`config.mk`:
```
export PLATFORM = sky130hd
export DESIGN_NAME = i2c_seq_config
export DESIGN_NICKNAME = d
export VERILOG_FILES = /design/src/rtl/i2c_seq_config.sv
export SDC_FILE = /design/constraint.sdc
export NUM_CORES = 1
export LEC_CHECK = 0
export CAP_MARGIN = 20
export CELL_PAD_IN_SITES_DETAIL_PLACEMENT = 1
export CELL_PAD_IN_SITES_GLOBAL_PLACEMENT = 1
export CORE_ASPECT_RATIO = 1.5
export CORE_UTILIZATION = 43
export CTS_CLUSTER_DIAMETER = 200
export DETAILED_ROUTE_END_ITERATION = 10
export PLACE_DENSITY_LB_ADDON = 0.08
export SYNTH_ARGS = -nofsm -noshare
export SYNTH_HDL_FRONTEND = slang
export SYNTH_SLANG_ARGS = --single-unit
```
`constraint.sdc`:
```
create_clock -name iCLK -period 7.4 [get_ports iCLK]
set_input_delay 1.85 -clock iCLK [delete_from_list [all_inputs] [get_ports iCLK]]
set_output_delay 1.85 -clock iCLK [all_outputs]
set_load 0.01 [all_outputs]
```
`src/rtl/i2c_seq_config.sv`:
```
// i2c_seq_config
// Walks an external register table and writes each entry to a sensor over an
// existing I2C byte controller (GO/END/ACK handshake). Each NACK gets a bounded
// number of retries, and a failure is reported as a sticky error together with
// the first failing index. The host can ask for a full-table restart or for a
// single-entry live update. The block also generates the controller's clock
// enable from the system clock.

module i2c_seq_config #(
    parameter int          CLK_DIV    = 1250,
    parameter int          LUT_SIZE   = 25,
    parameter int          IDX_W      = 6,
    parameter logic [7:0]  SLAVE_ADDR = 8'hBA,
    parameter int          ADDR_W     = 8,
    parameter int          REG_W      = 16,
    parameter int          MAX_RETRY  = 3,
    parameter int          PWRUP_WAIT = 50000
) (
    input  logic                         iCLK,
    input  logic                         iRST,
    output logic [IDX_W-1:0]             oLUT_INDEX,
    input  logic [ADDR_W+REG_W-1:0]      iLUT_DATA,
    output logic                         oI2C_CLK_EN,
    output logic [8+ADDR_W+REG_W-1:0]    oI2C_DATA,
    output logic                         oI2C_GO,
    input  logic                         iI2C_END,
    input  logic                         iI2C_ACK,
    input  logic                         iRESTART,
    input  logic                         iUPD_REQ,
    input  logic [IDX_W-1:0]             iUPD_INDEX,
    output logic                         oBUSY,
    output logic                         oDONE,
    output logic                         oERR,
    output logic [IDX_W-1:0]             oERR_INDEX
);

    localparam int DIV_W = (CLK_DIV > 1) ? $clog2(CLK_DIV) : 1;
    localparam int PW_W  = (PWRUP_WAIT > 1) ? $clog2(PWRUP_WAIT) : 1;
    localparam int RT_W  = (MAX_RETRY > 0) ? $clog2(MAX_RETRY + 1) : 1;

    localparam logic [DIV_W-1:0] DIV_LAST     = DIV_W'(CLK_DIV - 1);
    localparam logic [PW_W-1:0]  PW_LAST      = PW_W'((PWRUP_WAIT > 0) ? PWRUP_WAIT - 1 : 0);
    localparam logic [IDX_W-1:0] IDX_LAST     = IDX_W'(LUT_SIZE - 1);
    localparam logic [RT_W-1:0]  RETRY_LIMIT  = RT_W'(MAX_RETRY);
    // One extra bit so that LUT_SIZE == 2**IDX_W still compares correctly.
    localparam logic [IDX_W:0]   LUT_SIZE_EXT = (IDX_W + 1)'(LUT_SIZE);

    typedef enum logic [2:0] {
        PWRUP,
        LOAD,
        XFER,
        GAP,
        IDLE
    } state_t;

    // Clock-enable divider.
    logic [DIV_W-1:0] divCnt_q;
    logic [DIV_W-1:0] divCnt_d;
    logic             clkEn_q;

    // Sequencer state.
    state_t                      state_q;
    logic [PW_W-1:0]             waitCnt_q;
    logic [IDX_W-1:0]            idx_q;
    logic [RT_W-1:0]             retry_q;
    logic                        nack_q;
    logic                        updMode_q;

    // Registered outputs.
    logic                        go_q;
    logic [8+ADDR_W+REG_W-1:0]   data_q;
    logic                        busy_q;
    logic                        done_q;
    logic                        err_q;
    logic [IDX_W-1:0]            errIdx_q;

    // One-deep host request flags.
    logic                        rstPend_q;
    logic                        updPend_q;
    logic [IDX_W-1:0]            updIdx_q;

    // Decode helpers for the transfer-boundary decision.
    logic lastEntry;
    logic retryAvail;
    logic updIdxValid;

    assign lastEntry   = (idx_q == IDX_LAST);
    assign retryAvail  = (retry_q < RETRY_LIMIT);
    assign updIdxValid = ({1'b0, iUPD_INDEX} < LUT_SIZE_EXT);

    // Next divider count: wraps after CLK_DIV-1 so the tick period is CLK_DIV.
    always_comb begin
        divCnt_d = divCnt_q + 1'b1;
        if (divCnt_q == DIV_LAST) begin
            divCnt_d = '0;
        end
    end

    // Free-running divider; the tick is registered so that it lines up with the terminal count.
    always_ff @(posedge iCLK or posedge iRST) begin
        if (iRST) begin
            divCnt_q <= '0;
            clkEn_q  <= 1'b0;
        end else begin
            divCnt_q <= divCnt_d;
            clkEn_q  <= (divCnt_d == DIV_LAST);
        end
    end

    // Sequencer FSM: power-up wait, issue/handshake/retry per entry, and host request capture.
    always_ff @(posedge iCLK or posedge iRST) begin
        if (iRST) begin
            state_q   <= PWRUP;
            waitCnt_q <= '0;
            idx_q     <= '0;
            retry_q   <= '0;
            nack_q    <= 1'b0;
            updMode_q <= 1'b0;
            go_q      <= 1'b0;
            data_q    <= '0;
            busy_q    <= 1'b0;
            done_q    <= 1'b0;
            err_q     <= 1'b0;
            errIdx_q  <= '0;
            rstPend_q <= 1'b0;
            updPend_q <= 1'b0;
            updIdx_q  <= '0;
        end else begin
            done_q <= 1'b0;

            case (state_q)
                PWRUP: begin
                    // Sensor needs settling time after power-up before the first write.
                    if (waitCnt_q == PW_LAST) begin
                        waitCnt_q <= '0;
                        idx_q     <= '0;
                        updMode_q <= 1'b0;
                        busy_q    <= 1'b1;
                        state_q   <= LOAD;
                    end else begin
                        waitCnt_q <= waitCnt_q + 1'b1;
                    end
                end

                LOAD: begin
                    // Never raise GO while the controller still shows END from a previous transfer.
                    if (!iI2C_END) begin
                        data_q  <= {SLAVE_ADDR, iLUT_DATA};
                        go_q    <= 1'b1;
                        state_q <= XFER;
                    end
                end

                XFER: begin
                    if (iI2C_END) begin
                        go_q    <= 1'b0;
                        nack_q  <= iI2C_ACK;
                        state_q <= GAP;
                    end
                end

                GAP: begin
                    // Decide only once END has dropped, so that the next GO starts a fresh handshake.
                    if (!iI2C_END) begin
                        if (rstPend_q) begin
                            // A restart aborts whatever was running; no completion pulse.
                            rstPend_q <= 1'b0;
                            idx_q     <= '0;
                            updMode_q <= 1'b0;
                            retry_q   <= '0;
                            err_q     <= 1'b0;
                            errIdx_q  <= '0;
                            state_q   <= LOAD;
                        end else if (nack_q && retryAvail) begin
                            retry_q <= retry_q + 1'b1;
                            state_q <= LOAD;
                        end else begin
                            if (nack_q) begin
                                err_q <= 1'b1;
                                if (!err_q) begin
                                    errIdx_q <= idx_q;
                                end
                            end
                            retry_q <= '0;
                            if (updMode_q || lastEntry) begin
                                busy_q  <= 1'b0;
                                done_q  <= 1'b1;
                                state_q <= IDLE;
                            end else begin
                                idx_q   <= idx_q + 1'b1;
                                state_q <= LOAD;
                            end
                        end
                    end
                end

                IDLE: begin
                    // Restart outranks update; a simultaneous update stays pending and runs afterwards.
                    if (rstPend_q) begin
                        rstPend_q <= 1'b0;
                        idx_q     <= '0;
                        updMode_q <= 1'b0;
                        err_q     <= 1'b0;
                        errIdx_q  <= '0;
                        busy_q    <= 1'b1;
                        state_q   <= LOAD;
                    end else if (updPend_q) begin
                        updPend_q <= 1'b0;
                        idx_q     <= updIdx_q;
                        updMode_q <= 1'b1;
                        busy_q    <= 1'b1;
                        state_q   <= LOAD;
                    end
                end

                default: begin
                    state_q <= PWRUP;
                end
            endcase

            // Capture comes last so that a request arriving in the same cycle its flag is consumed still sticks.
            if (iRESTART) begin
                rstPend_q <= 1'b1;
            end
            if (iUPD_REQ && updIdxValid) begin
                updPend_q <= 1'b1;
                updIdx_q  <= iUPD_INDEX;
            end
        end
    end

    assign oLUT_INDEX  = idx_q;
    assign oI2C_CLK_EN = clkEn_q;
    assign oI2C_DATA   = data_q;
    assign oI2C_GO     = go_q;
    assign oBUSY       = busy_q;
    assign oDONE       = done_q;
    assign oERR        = err_q;
    assign oERR_INDEX  = errIdx_q;

endmodule

```
==> results.toml <==
[pwr]
p_int_uw = 1088
powerDensity_nw_per_um2 = 308.4
total_power_uw = 1563
power_switching_uw = 475.4
p_seq_share_pct = 41.8
vdd_drop_max_v = 0.0001823
p_leak_uw = 0.002150
switching_share_pct = 30.42
pwr-share-comb_pct = 32.6
clkPwrFrac_pct = 25.6

[placement]
place_congestion = 0.7530
place_hpwl_um = 6340
port_buffers = 81

[yosys]
yosysWarnings = 0
synth_top_area_cell = "dfrtp_1"
yosysTopAreaCellShare_pct = 54.04
yosys-top-cells-area = "dfrtp_1 54%, mux2_2 9.6%, nor2_1 3.2%"
synth_area_um2 = 3890
synth_seq_cells = 84
ys_types = 53
async_reset_ff_share_pct = 100.0
synth.avg_cell_area_um2 = 11.34
yosysSeqAreaShare_pct = 54.04
synth_flop_cell = "dfrtp_1"
syn-instance-count = 343
synth-edff-count = 0

[detailed_routing]
drc = 0
routed-via-count = 2885
vias_per_cell = 5.372
wire_per_inst_um = 16.41
topRoutingLayerUsed = "met4"
totalWireLength_um = 8813
wl_met2_um = 4890
drt_iter0_markers = 109
drt_pass1_iterations = 4
drt-met1-wl_um = 3520
dr_wl_met3_um = 254
ant_nets = 0

[clock_network]
cts_tree = "yes"
clkTransAtPathRegs_ps = 60
insertion_delay_ps = 330
numCtsBuffers = 9
cts_htree_levels = 3
post_cts_resized = 0
max-clock-path-buffers = 2
post-cts-setup-buffers = 0
clock_sinks = 84
cts-root-buf = "clkbuf_16"
hold_buffers = 0

[sta]
fin_crit_sh_pct = 48.15
worst_pin_slew_ps = 989.6
period_needed_ps = 3563
slew_headroom_pct = 33.42
report.final.hold_viol_count = 0
setup-violations-final = 0
final-max-slew-violation-count = 0
hold_ws_ps = 490.0
fin_skew_ps = 8.547
tns_ps = 0
rsz0062_at_grt = "false"
fmax_mhz = 280.7

[final_layout]
n_antenna_cell = 0
area_growth_pct = 30.30
finalNetCount = 466
drive_above_1_share_pct = 13.82
post-route-util_pct = 57.41

[critical_path]
timing_worst_setup_path_type = "in -> reg"
critical-path-max-stage-delay_ps = 840
critPathCaptureType = "flip-flop"
r2r_cells = 5
slowest_stage = "nor4_1"
crit_arrival_ps = 3830
critPathLaunchType = "input port"
path_depth = 5
critPathTopFamily = "simple AND/OR/NAND/NOR gates"
path_max_fanout = 6
cp.buffers_inverters = 1
crit_path_cell_trace = "clkdlybuf4s50_1 > nand3b_1 > nand2_1 > nor4_1 > a22o_1"
cp.required_ps = 7660

[die]
dieHeight_um = 118.5
dieArea_um2 = 9439
start_util_pct = 44.06
core_area_um2 = 8828
die_x_um = 79.66
io_pins = 85
rows = 42

[flow_run]
drv_cap = 0

[global_route]
overflow = 0
grt_use_total_pct = 20.81
grt_pass1_wl_um = 15210
grt_pass1_vias = 3136
grt_antenna_before_repair = 0
grt_start_max_net_pins = 85

[run_status]
status = "completed"

[min_path]
worstHoldPathType = "reg -> reg"
holdPathStages = 1
-- cell usage after synthesis, drive strengths merged (5+ instances only) --
master / count
nand2: 19
nor4: 6
inv: 14
a21oi: 7
o21ai: 7
buf: 8
nand3: 18
nor2: 33
mux2: 35
nor3: 5
clkbuf: 8
xor2: 9
dfrtp: 84
ha: 6
xnor2: 14
a22o: 9
-- layer usage --
metal	global-route usage, %	vias to the layer above
met4	7.614	0
met1	24.66	1462
li1	-	1365
met3	4.402	10
met5	0	-
met2	36.22	48
-- stage by stage --
stage	area, um2	setup WS (ps)	cells
3_3_place_gp	4768	3412	521
5_1_grt	5069	3711	537
4_1_cts	5026	3709	535
6_report	5069	3837	537
2_1_floorplan	3897	3385	345
3_5_place_dp	4768	3370	521
-- cell families after synthesis --
group | count (synthesis) | share of synthesized area (%)
flops | 84 | 54.04
mux | 35 | 10.13
buf+inv | 30 | 3.570
other cells | 1 | 0.09640
compound gates | 45 | 8.813
simple gates | 119 | 16.24
xor+xnor | 23 | 5.179
fa+ha+maj | 6 | 1.930
-- power by group through the flow --
| stage | Sequential [uW] | Combinational [uW] | Clock (uW) |
|---|---|---|---|
| 5_1_grt | 673 | 553 | 431 |
| 2_1_floorplan | 664 | 270 | 0 |
| 4_1_cts | 655 | 511 | 410 |
| 3_5_place_dp | 663 | 507 | 0 |
| 3_3_place_gp | 658 | 494 | 0 |
| 6_report | 653 | 510 | 400 |
-- worst paths after layout --
check / endpoint / slack, ps / start
min: waitCnt_q[13] / 490 / waitCnt_q[13]
max: oERR_INDEX[5] / 3840 / iI2C_END
min in group asynchronous: divCnt_q[2] / 1910 / iRST
max in group asynchronous: divCnt_q[6] / 4890 / iRST
max reg2reg: oLUT_INDEX[4] / 4730 / waitCnt_q[11]
min reg2reg: waitCnt_q[13] / 490 / waitCnt_q[13]
-- state kept, by name (all words and copies together), names as in the netlist --
name	cells
retry_q	2
nack_q	1
oI2C_DATA	25
oLUT_INDEX	6
updMode_q	1
oI2C_GO	1
oBUSY	1
rstPend_q	1
state_q	3
oI2C_CLK_EN	1
oERR	1
updIdx_q	6
oERR_INDEX	6
oDONE	1
divCnt_q	11
updPend_q	1
waitCnt_q	16
-- final cells by class --
cell class | count | area (um2)
fillers | 946 | 3760
clock inverters | 3 | 15.01
flip-flops and latches | 84 | 2102
repair buffers | 84 | 860.8
clock buffers | 11 | 242.7
well taps | 110 | 137.6
inverters | 14 | 53.80
multi-input cells | 231 | 1657
-- layout by cell type (no fill, tap or decap), types with 3 or more instances in the layout --
master and instances:
dfrtp_1 84, clkdlybuf4s50_1 81, nor2_1 33, mux2_2 33, nand2_1 19, nand3_1 18, xnor2_1 14, inv_1 13
xor2_1 9, a22o_1 9, clkbuf_16 9, a21oi_1 7, o21ai_0 7, nor4_1 6, ha_1 6, nor3_1 5
nand2b_1 4, and2_1 4, clkinv_2 4, a22oi_1 4, or2_2 3, o22ai_1 3, and3_1 3, or3_1 3
nand4_1 3, conb_1 3
No activity file was read; power rests on OpenSTA's default activity.
